[config.mk]
export PLATFORM = sky130hd
export DESIGN_NAME = psk_pulse_sequencer
export DESIGN_NICKNAME = d
export VERILOG_FILES = /design/src/rtl/psk_pulse_sequencer.sv
export SDC_FILE = /design/constraint.sdc
export NUM_CORES = 1
export LEC_CHECK = 0
export ABC_AREA = 1
export CAP_MARGIN = 30
export CORE_MARGIN = 2
export CORE_UTILIZATION = 57
export CTS_CLUSTER_DIAMETER = 150
export DETAILED_ROUTE_END_ITERATION = 6
export PLACE_DENSITY = 0.81
export SETUP_SLACK_MARGIN = 0.1
export SLEW_MARGIN = 20
export SYNTH_ARGS = -nofsm -noshare
export SYNTH_HDL_FRONTEND = slang
export SYNTH_SLANG_ARGS = --single-unit
export TNS_END_PERCENT = 10
[constraint.sdc]
create_clock -name CLK -period 3.4 [get_ports CLK]
set_input_delay 0.85 -clock CLK [delete_from_list [all_inputs] [get_ports CLK]]
set_output_delay 0.85 -clock CLK [all_outputs]
set_load 0.005 [all_outputs]
[src/rtl/psk_pulse_sequencer.sv]
// PSK burst sequencer: pulse/gap timebase in microseconds and
// per-chip 0/180 phase-code select for the phase accumulator.
module psk_pulse_sequencer #(
  parameter int CLK_PER_US = 500,
  parameter int CODE_W     = 32
) (
  input  logic              CLK,
  input  logic              RESET,
  input  logic              SIGN_START_GEN,
  input  logic              ABORT,
  input  logic [9:0]        T_IMPULSE,
  input  logic [12:0]       T_PERIOD,
  input  logic [4:0]        NUM_OF_IMP,
  input  logic [CODE_W-1:0] PSK_CODE,
  input  logic [4:0]        CODE_LEN,
  input  logic [15:0]       T_CHIP,
  output logic              SIGN_START_CALC,
  output logic              SIGN_STOP_CALC,
  output logic              GEN_ACTIVE,
  output logic              PHASE_FLIP,
  output logic [4:0]        IMP_INDEX,
  output logic              BUSY,
  output logic              DONE,
  output logic              CFG_ERR
);
  localparam int PW = $clog2(CLK_PER_US);
  localparam logic [PW-1:0] PRE_MAX = PW'(CLK_PER_US - 1);
  localparam int LEN_MAX = (CODE_W < 32) ? CODE_W - 1 : 31;

  typedef enum logic [1:0] {
    S_IDLE,
    S_PULSE,
    S_GAP
  } state_t;

  state_t            r_state;
  logic              r_start_d;
  logic [PW-1:0]     r_pre;
  logic [12:0]       r_us;
  logic [15:0]       r_chip_cnt;
  logic [4:0]        r_chip_idx;
  logic [9:0]        r_t_imp;
  logic [12:0]       r_t_per;
  logic [4:0]        r_num;
  logic [CODE_W-1:0] r_code;
  logic [4:0]        r_len;
  logic [15:0]       r_t_chip;
  logic              r_start_calc;
  logic              r_stop_calc;
  logic              r_gen;
  logic              r_phase;
  logic [4:0]        r_imp_idx;
  logic              r_busy;
  logic              r_done;
  logic              r_cfg_err;

  logic          w_edge;
  logic          w_cfg_ok;
  logic [4:0]    w_len_in;
  logic          w_pre_wrap;
  logic [PW-1:0] w_pre_nxt;
  logic [12:0]   w_us_inc;
  logic [12:0]   w_us_nxt;
  logic          w_imp_end;
  logic          w_per_end;
  logic          w_chip_wrap;
  logic [15:0]   w_chip_cnt_nxt;
  logic [4:0]    w_idx_nxt;
  logic          w_last;

  assign w_edge   = SIGN_START_GEN & ~r_start_d;
  assign w_cfg_ok = (NUM_OF_IMP != 5'd0) && (T_IMPULSE != 10'd0) &&
                    (T_CHIP != 16'd0) && (T_PERIOD > {3'd0, T_IMPULSE});
  assign w_len_in = (int'(CODE_LEN) > LEN_MAX) ? 5'(LEN_MAX) : CODE_LEN;

  assign w_pre_wrap = (r_pre == PRE_MAX);
  assign w_pre_nxt  = w_pre_wrap ? '0 : r_pre + PW'(1);
  assign w_us_inc   = r_us + 13'd1;
  assign w_us_nxt   = w_pre_wrap ? w_us_inc : r_us;
  assign w_imp_end  = w_pre_wrap && (w_us_inc == {3'd0, r_t_imp});
  assign w_per_end  = w_pre_wrap && (w_us_inc == r_t_per);

  assign w_chip_wrap    = (r_chip_cnt == r_t_chip - 16'd1);
  assign w_chip_cnt_nxt = w_chip_wrap ? 16'd0 : r_chip_cnt + 16'd1;
  assign w_idx_nxt      = !w_chip_wrap            ? r_chip_idx :
                          (r_chip_idx == r_len)   ? 5'd0 :
                                                    r_chip_idx + 5'd1;
  assign w_last = (r_imp_idx == r_num - 5'd1);

  always_ff @(posedge CLK or negedge RESET) begin
    if (!RESET) begin
      r_state      <= S_IDLE;
      r_start_d    <= 1'b0;
      r_pre        <= '0;
      r_us         <= '0;
      r_chip_cnt   <= '0;
      r_chip_idx   <= '0;
      r_t_imp      <= '0;
      r_t_per      <= '0;
      r_num        <= '0;
      r_code       <= '0;
      r_len        <= '0;
      r_t_chip     <= '0;
      r_start_calc <= 1'b0;
      r_stop_calc  <= 1'b0;
      r_gen        <= 1'b0;
      r_phase      <= 1'b0;
      r_imp_idx    <= '0;
      r_busy       <= 1'b0;
      r_done       <= 1'b0;
      r_cfg_err    <= 1'b0;
    end else begin
      r_start_d    <= SIGN_START_GEN;
      r_start_calc <= 1'b0;
      r_stop_calc  <= 1'b0;
      r_done       <= 1'b0;
      r_cfg_err    <= 1'b0;
      unique case (r_state)
        S_IDLE: begin
          if (w_edge && w_cfg_ok) begin
            r_t_imp      <= T_IMPULSE;
            r_t_per      <= T_PERIOD;
            r_num        <= NUM_OF_IMP;
            r_code       <= PSK_CODE;
            r_len        <= w_len_in;
            r_t_chip     <= T_CHIP;
            r_state      <= S_PULSE;
            r_pre        <= '0;
            r_us         <= '0;
            r_chip_cnt   <= '0;
            r_chip_idx   <= '0;
            r_imp_idx    <= '0;
            r_start_calc <= 1'b1;
            r_gen        <= 1'b1;
            r_phase      <= PSK_CODE[0];
            r_busy       <= 1'b1;
          end else if (w_edge) begin
            r_cfg_err <= 1'b1;
          end
        end
        S_PULSE: begin
          if (ABORT) begin
            r_state     <= S_IDLE;
            r_stop_calc <= 1'b1;
            r_gen       <= 1'b0;
            r_phase     <= 1'b0;
            r_busy      <= 1'b0;
            r_imp_idx   <= '0;
          end else begin
            r_pre      <= w_pre_nxt;
            r_us       <= w_us_nxt;
            r_chip_cnt <= w_chip_cnt_nxt;
            r_chip_idx <= w_idx_nxt;
            if (w_imp_end) begin
              r_state     <= S_GAP;
              r_stop_calc <= 1'b1;
              r_gen       <= 1'b0;
              r_phase     <= 1'b0;
            end else begin
              r_phase <= r_code[w_idx_nxt];
            end
          end
        end
        S_GAP: begin
          if (ABORT || (w_per_end && w_last)) begin
            r_state   <= S_IDLE;
            r_busy    <= 1'b0;
            r_imp_idx <= '0;
            r_done    <= ~ABORT;
          end else if (w_per_end) begin
            r_state      <= S_PULSE;
            r_pre        <= '0;
            r_us         <= '0;
            r_chip_cnt   <= '0;
            r_chip_idx   <= '0;
            r_imp_idx    <= r_imp_idx + 5'd1;
            r_start_calc <= 1'b1;
            r_gen        <= 1'b1;
            r_phase      <= r_code[0];
          end else begin
            r_pre <= w_pre_nxt;
            r_us  <= w_us_nxt;
          end
        end
        default: r_state <= S_IDLE;
      endcase
    end
  end

  assign SIGN_START_CALC = r_start_calc;
  assign SIGN_STOP_CALC  = r_stop_calc;
  assign GEN_ACTIVE      = r_gen;
  assign PHASE_FLIP      = r_phase;
  assign IMP_INDEX       = r_imp_idx;
  assign BUSY            = r_busy;
  assign DONE            = r_done;
  assign CFG_ERR         = r_cfg_err;

endmodule

==> results.md <==
* Status: complete, no violations
* Post-Synthesis Cell Area at 8620 µm²
* Largest family of logic cells by synthesized area: simple AND/OR/NAND/NOR gates
* Die width at 127 µm
* CTS Buffer Depth at 2
* PortBufs at 96
* Largest net degree at the start of global routing at between 70 and 80
* Top-count cell post-synth: nand2_1
* Least-Margin Pin Slew at 0.670 ns
* Critical path required time at 3.71 ns
* Share of layout cells above drive strength 1 at 0.116
* Largest cells by area after synthesis: dfrtp_1, nand2_1, nand3_1
* Total I/O pin count at 97
* Top cell type's share of synthesized area at 0.403
* Area added between synthesis and finish at 26.2%
* Drt wl/cell at 15.6 µm
* Die Ht at 127 µm
* Routability Congestion at around 0.90
* # Max-Cap Violations at 0
* Peak supply drop at 0.506 mV
* Fillers at 1093
* Detailed Route WL at 23.4 mm
* Pleak at ~5.1 nW
* Internal power at roughly 4.9 mW
* Drt pass-1 iters at 6
* Final worst slack at 0.200 ns
* Max-slew headroom at 0.553
* P_sw at 3.28 mW
* Initial antenna violation count at 0
* Hold Vio Cnt, Final at 0
* Max FO, Critical Path at 10
* Routed Antenna Nets at 0
* Rows at 44
* Avg Cell Area, Syn at 7.36 µm²
* CTS Buf Count at 17
* Minimum clock period at 3.20 ns
* Worst path slowest cell: clkdlybuf4s50_1
* CTS clk-pin slew, worst paths at around 0.07 ns
* RSZ-0062 raised after global routing: no
* Top cells by count, synth: nand2_1, dfrtp_1, nand3_1, inv_1, nor2_1
* Vias/cell at 5.58
* Setup Viol. Count Final at 0
* Simple logic cell fraction of the synthesized area at 0.338
* Number of synthesized flops with an enable pin at 0
* Worst min path class: primary input to asynchronous set/reset pin
* Post-synth cell types at 55
* Placement-stage worst setup slack at -0.341 ns
* Die Footprint at 16100 µm²
* Crit path kind: primary input to flip-flop
* Nets at roughly 1400
* Post-Syn Instances at 1172
* Skew final at approximately 0.014 ns
* First-pass GRT wire length at 38.6 mm
* Clock sink total at 139
* Vias in the first global route at 8138
* Slew Limit Fails at 0
* Final period utilization at 0.941
* Yosys reg bits at 139
* CTS Hold Bufs at 0
* Clock Tree Root: clkbuf_16
* Vias at 8351
* Initial core utilization at 0.589
* CP startpoint kind: primary input
* Sw Ratio at 0.402
* Post-synthesis mux area share at 0
* Post-DP HPWL at 16.6 mm
* PwrDens at 749 nW/µm²
* Antenna diode count at 0
* Setup TNS at 0 ns
* Fraction of synthesized cell area in xor and xnor cells at 0.0586
* Clock power share at 0.236
* Power share of the sequential group at 0.328
* Slowest stage delay, CP at 0.46 ns
* Worst Setup End Kind: flip-flop
* Placement Cell Area at 10100 µm²
* Post-Layout Inst Area at 10900 µm²
* Initial drt markers at 687
* Synth Area in Adders at 0.0305
* Core area at 14600 µm²
* Fin Hold WS at 0.431 ns
* Synth area leader: dfrtp_1
* Synth Area in Compound Gates at 0.0942
* Clock latency at the later pin of the worst-skew pair at roughly 0.43 ns
* DRC at 0
* Sequential share of the synthesized area at 0.403
* Primary FF master, synth: dfrtp_1
* CP top delay family: buffers and inverters
* # H-tree levels at 4
* Ys Warns at 0
* CTS tree: built
* Async set-reset flop share out of synthesis at 1.00
* Arr. time, crit path at 3.51 ns
* Achievable clock frequency at 312 MHz
* Overflow after GRT at 0
* Logic pwr share at 0.436
* Worst path buffer plus inverter count at 4
* GR Util All Layers at 0.297
* Post-Syn Nets at between 1000 and 1500
* Critical path, cell by cell: clkdlybuf4s50_1 > inv_1 > ha_4 > nand2_2 > o21ai_2 > a21oi_2 > o211a_1 > o21a_1 > o21ai_1 > nand2_1 > inv_2 > nand2_1 > nand2_2 > nand2_2 > nor2_4 > nand3_4 > clkbuf_16 > nand2_1 > o21ai_1
-- power groups by stage --
stage / combinational (mW) / clock, mW / sequential, mW
after detailed placement: 3.18 / 0 / 2.67
final: 3.55 / 1.92 / 2.67
after global routing: 3.95 / 2.01 / 2.74
after floorplan: 2.29 / 0 / 2.56
after CTS: 3.22 / 1.93 / 2.66
after global placement: 3.07 / 0 / 2.66
-- cells in the final DEF (no fill, tap or decap), types with 18 or more instances in the layout --
master / n
nand2_1: 390
dfrtp_1: 139
nand3_1: 105
inv_1: 102
clkdlybuf4s50_1: 95
nor2_1: 70
o21ai_0: 55
buf_4: 38
o21ai_1: 37
xor2_1: 30
xnor2_1: 24
clkbuf_16: 20
ha_1: 19
a21oi_1: 18
-- state kept, by name, indices dropped and copies added (netlist names), 2 cells and up --
signal      count
IMP_INDEX       5
r_chip_cnt     16
r_chip_idx      5
r_code         32
r_len           5
r_num           5
r_pre           9
r_state         2
r_t_chip       16
r_t_imp        10
r_t_per        13
r_us           13
-- final timing paths --
| check | from | to | slack (ns) | cells past startpoint |
|---|---|---|---|---|
| min in group CLK | r_start_d | CFG_ERR | 0.44 | 1 |
| min reg2reg | r_start_d | CFG_ERR | 0.44 | 1 |
| max reg2reg | r_t_chip[0] | PHASE_FLIP | 0.33 | 21 |
| min | RESET | r_t_chip[0] | 0.43 | 1 |
| max in group asynchronous | RESET | r_code[0] | 2.11 | 2 |
| max | T_IMPULSE[2] | r_chip_cnt[12] | 0.20 | 19 |
-- area by class of cell --
class,instances,area (µm²),area share
Clock buffer,21,470,0.0432
Sequential cell,139,3480,0.320
Tap cell,184,230,0.0212
Clock inverter,11,143,0.0131
Inverter,116,435,0.0400
Multi-Input combinational cell,878,4590,0.422
Timing Repair Buffer,148,1530,0.141
-- metrics by stage --
| stage | utilization | total power, mW | instances |
|---|---|---|---|
| detailed placement | 0.689 | 5.86 | 1460 |
| global placement | 0.689 | 5.73 | 1460 |
| global route | 0.743 | 8.70 | 1497 |
| finish | 0.743 | 8.15 | 1497 |
| CTS | 0.731 | 7.81 | 1492 |
| floorplan | - | 4.86 | 1172 |
-- logic make-up (layout without fill, tap and decap cells) --
group,Yosys count,count (layout)
flops,139,139
xor+xnor,56,56
simple gates,657,657
buf+inv,155,296
fa+ha+maj,21,21
compound gates,144,144
-- what timing repair did --
action	in CTS	in global routing
endpoints found under the setup margin	3	133
pin swaps	0	4
buffers inserted	0	1
endpoints found under the hold margin	0	0
gates resized for setup	1	22
gates cloned	0	4
-- layer usage --
metal  up-vias  wire length [µm]  global-route usage
met3        65              1190              0.0519
met1      3964             10100               0.392
met2       263             11300               0.490
met5         -                 0                   0
met4         0               758               0.123
li1       4059                 -                   -
No activity file was read; power rests on OpenSTA's default activity.
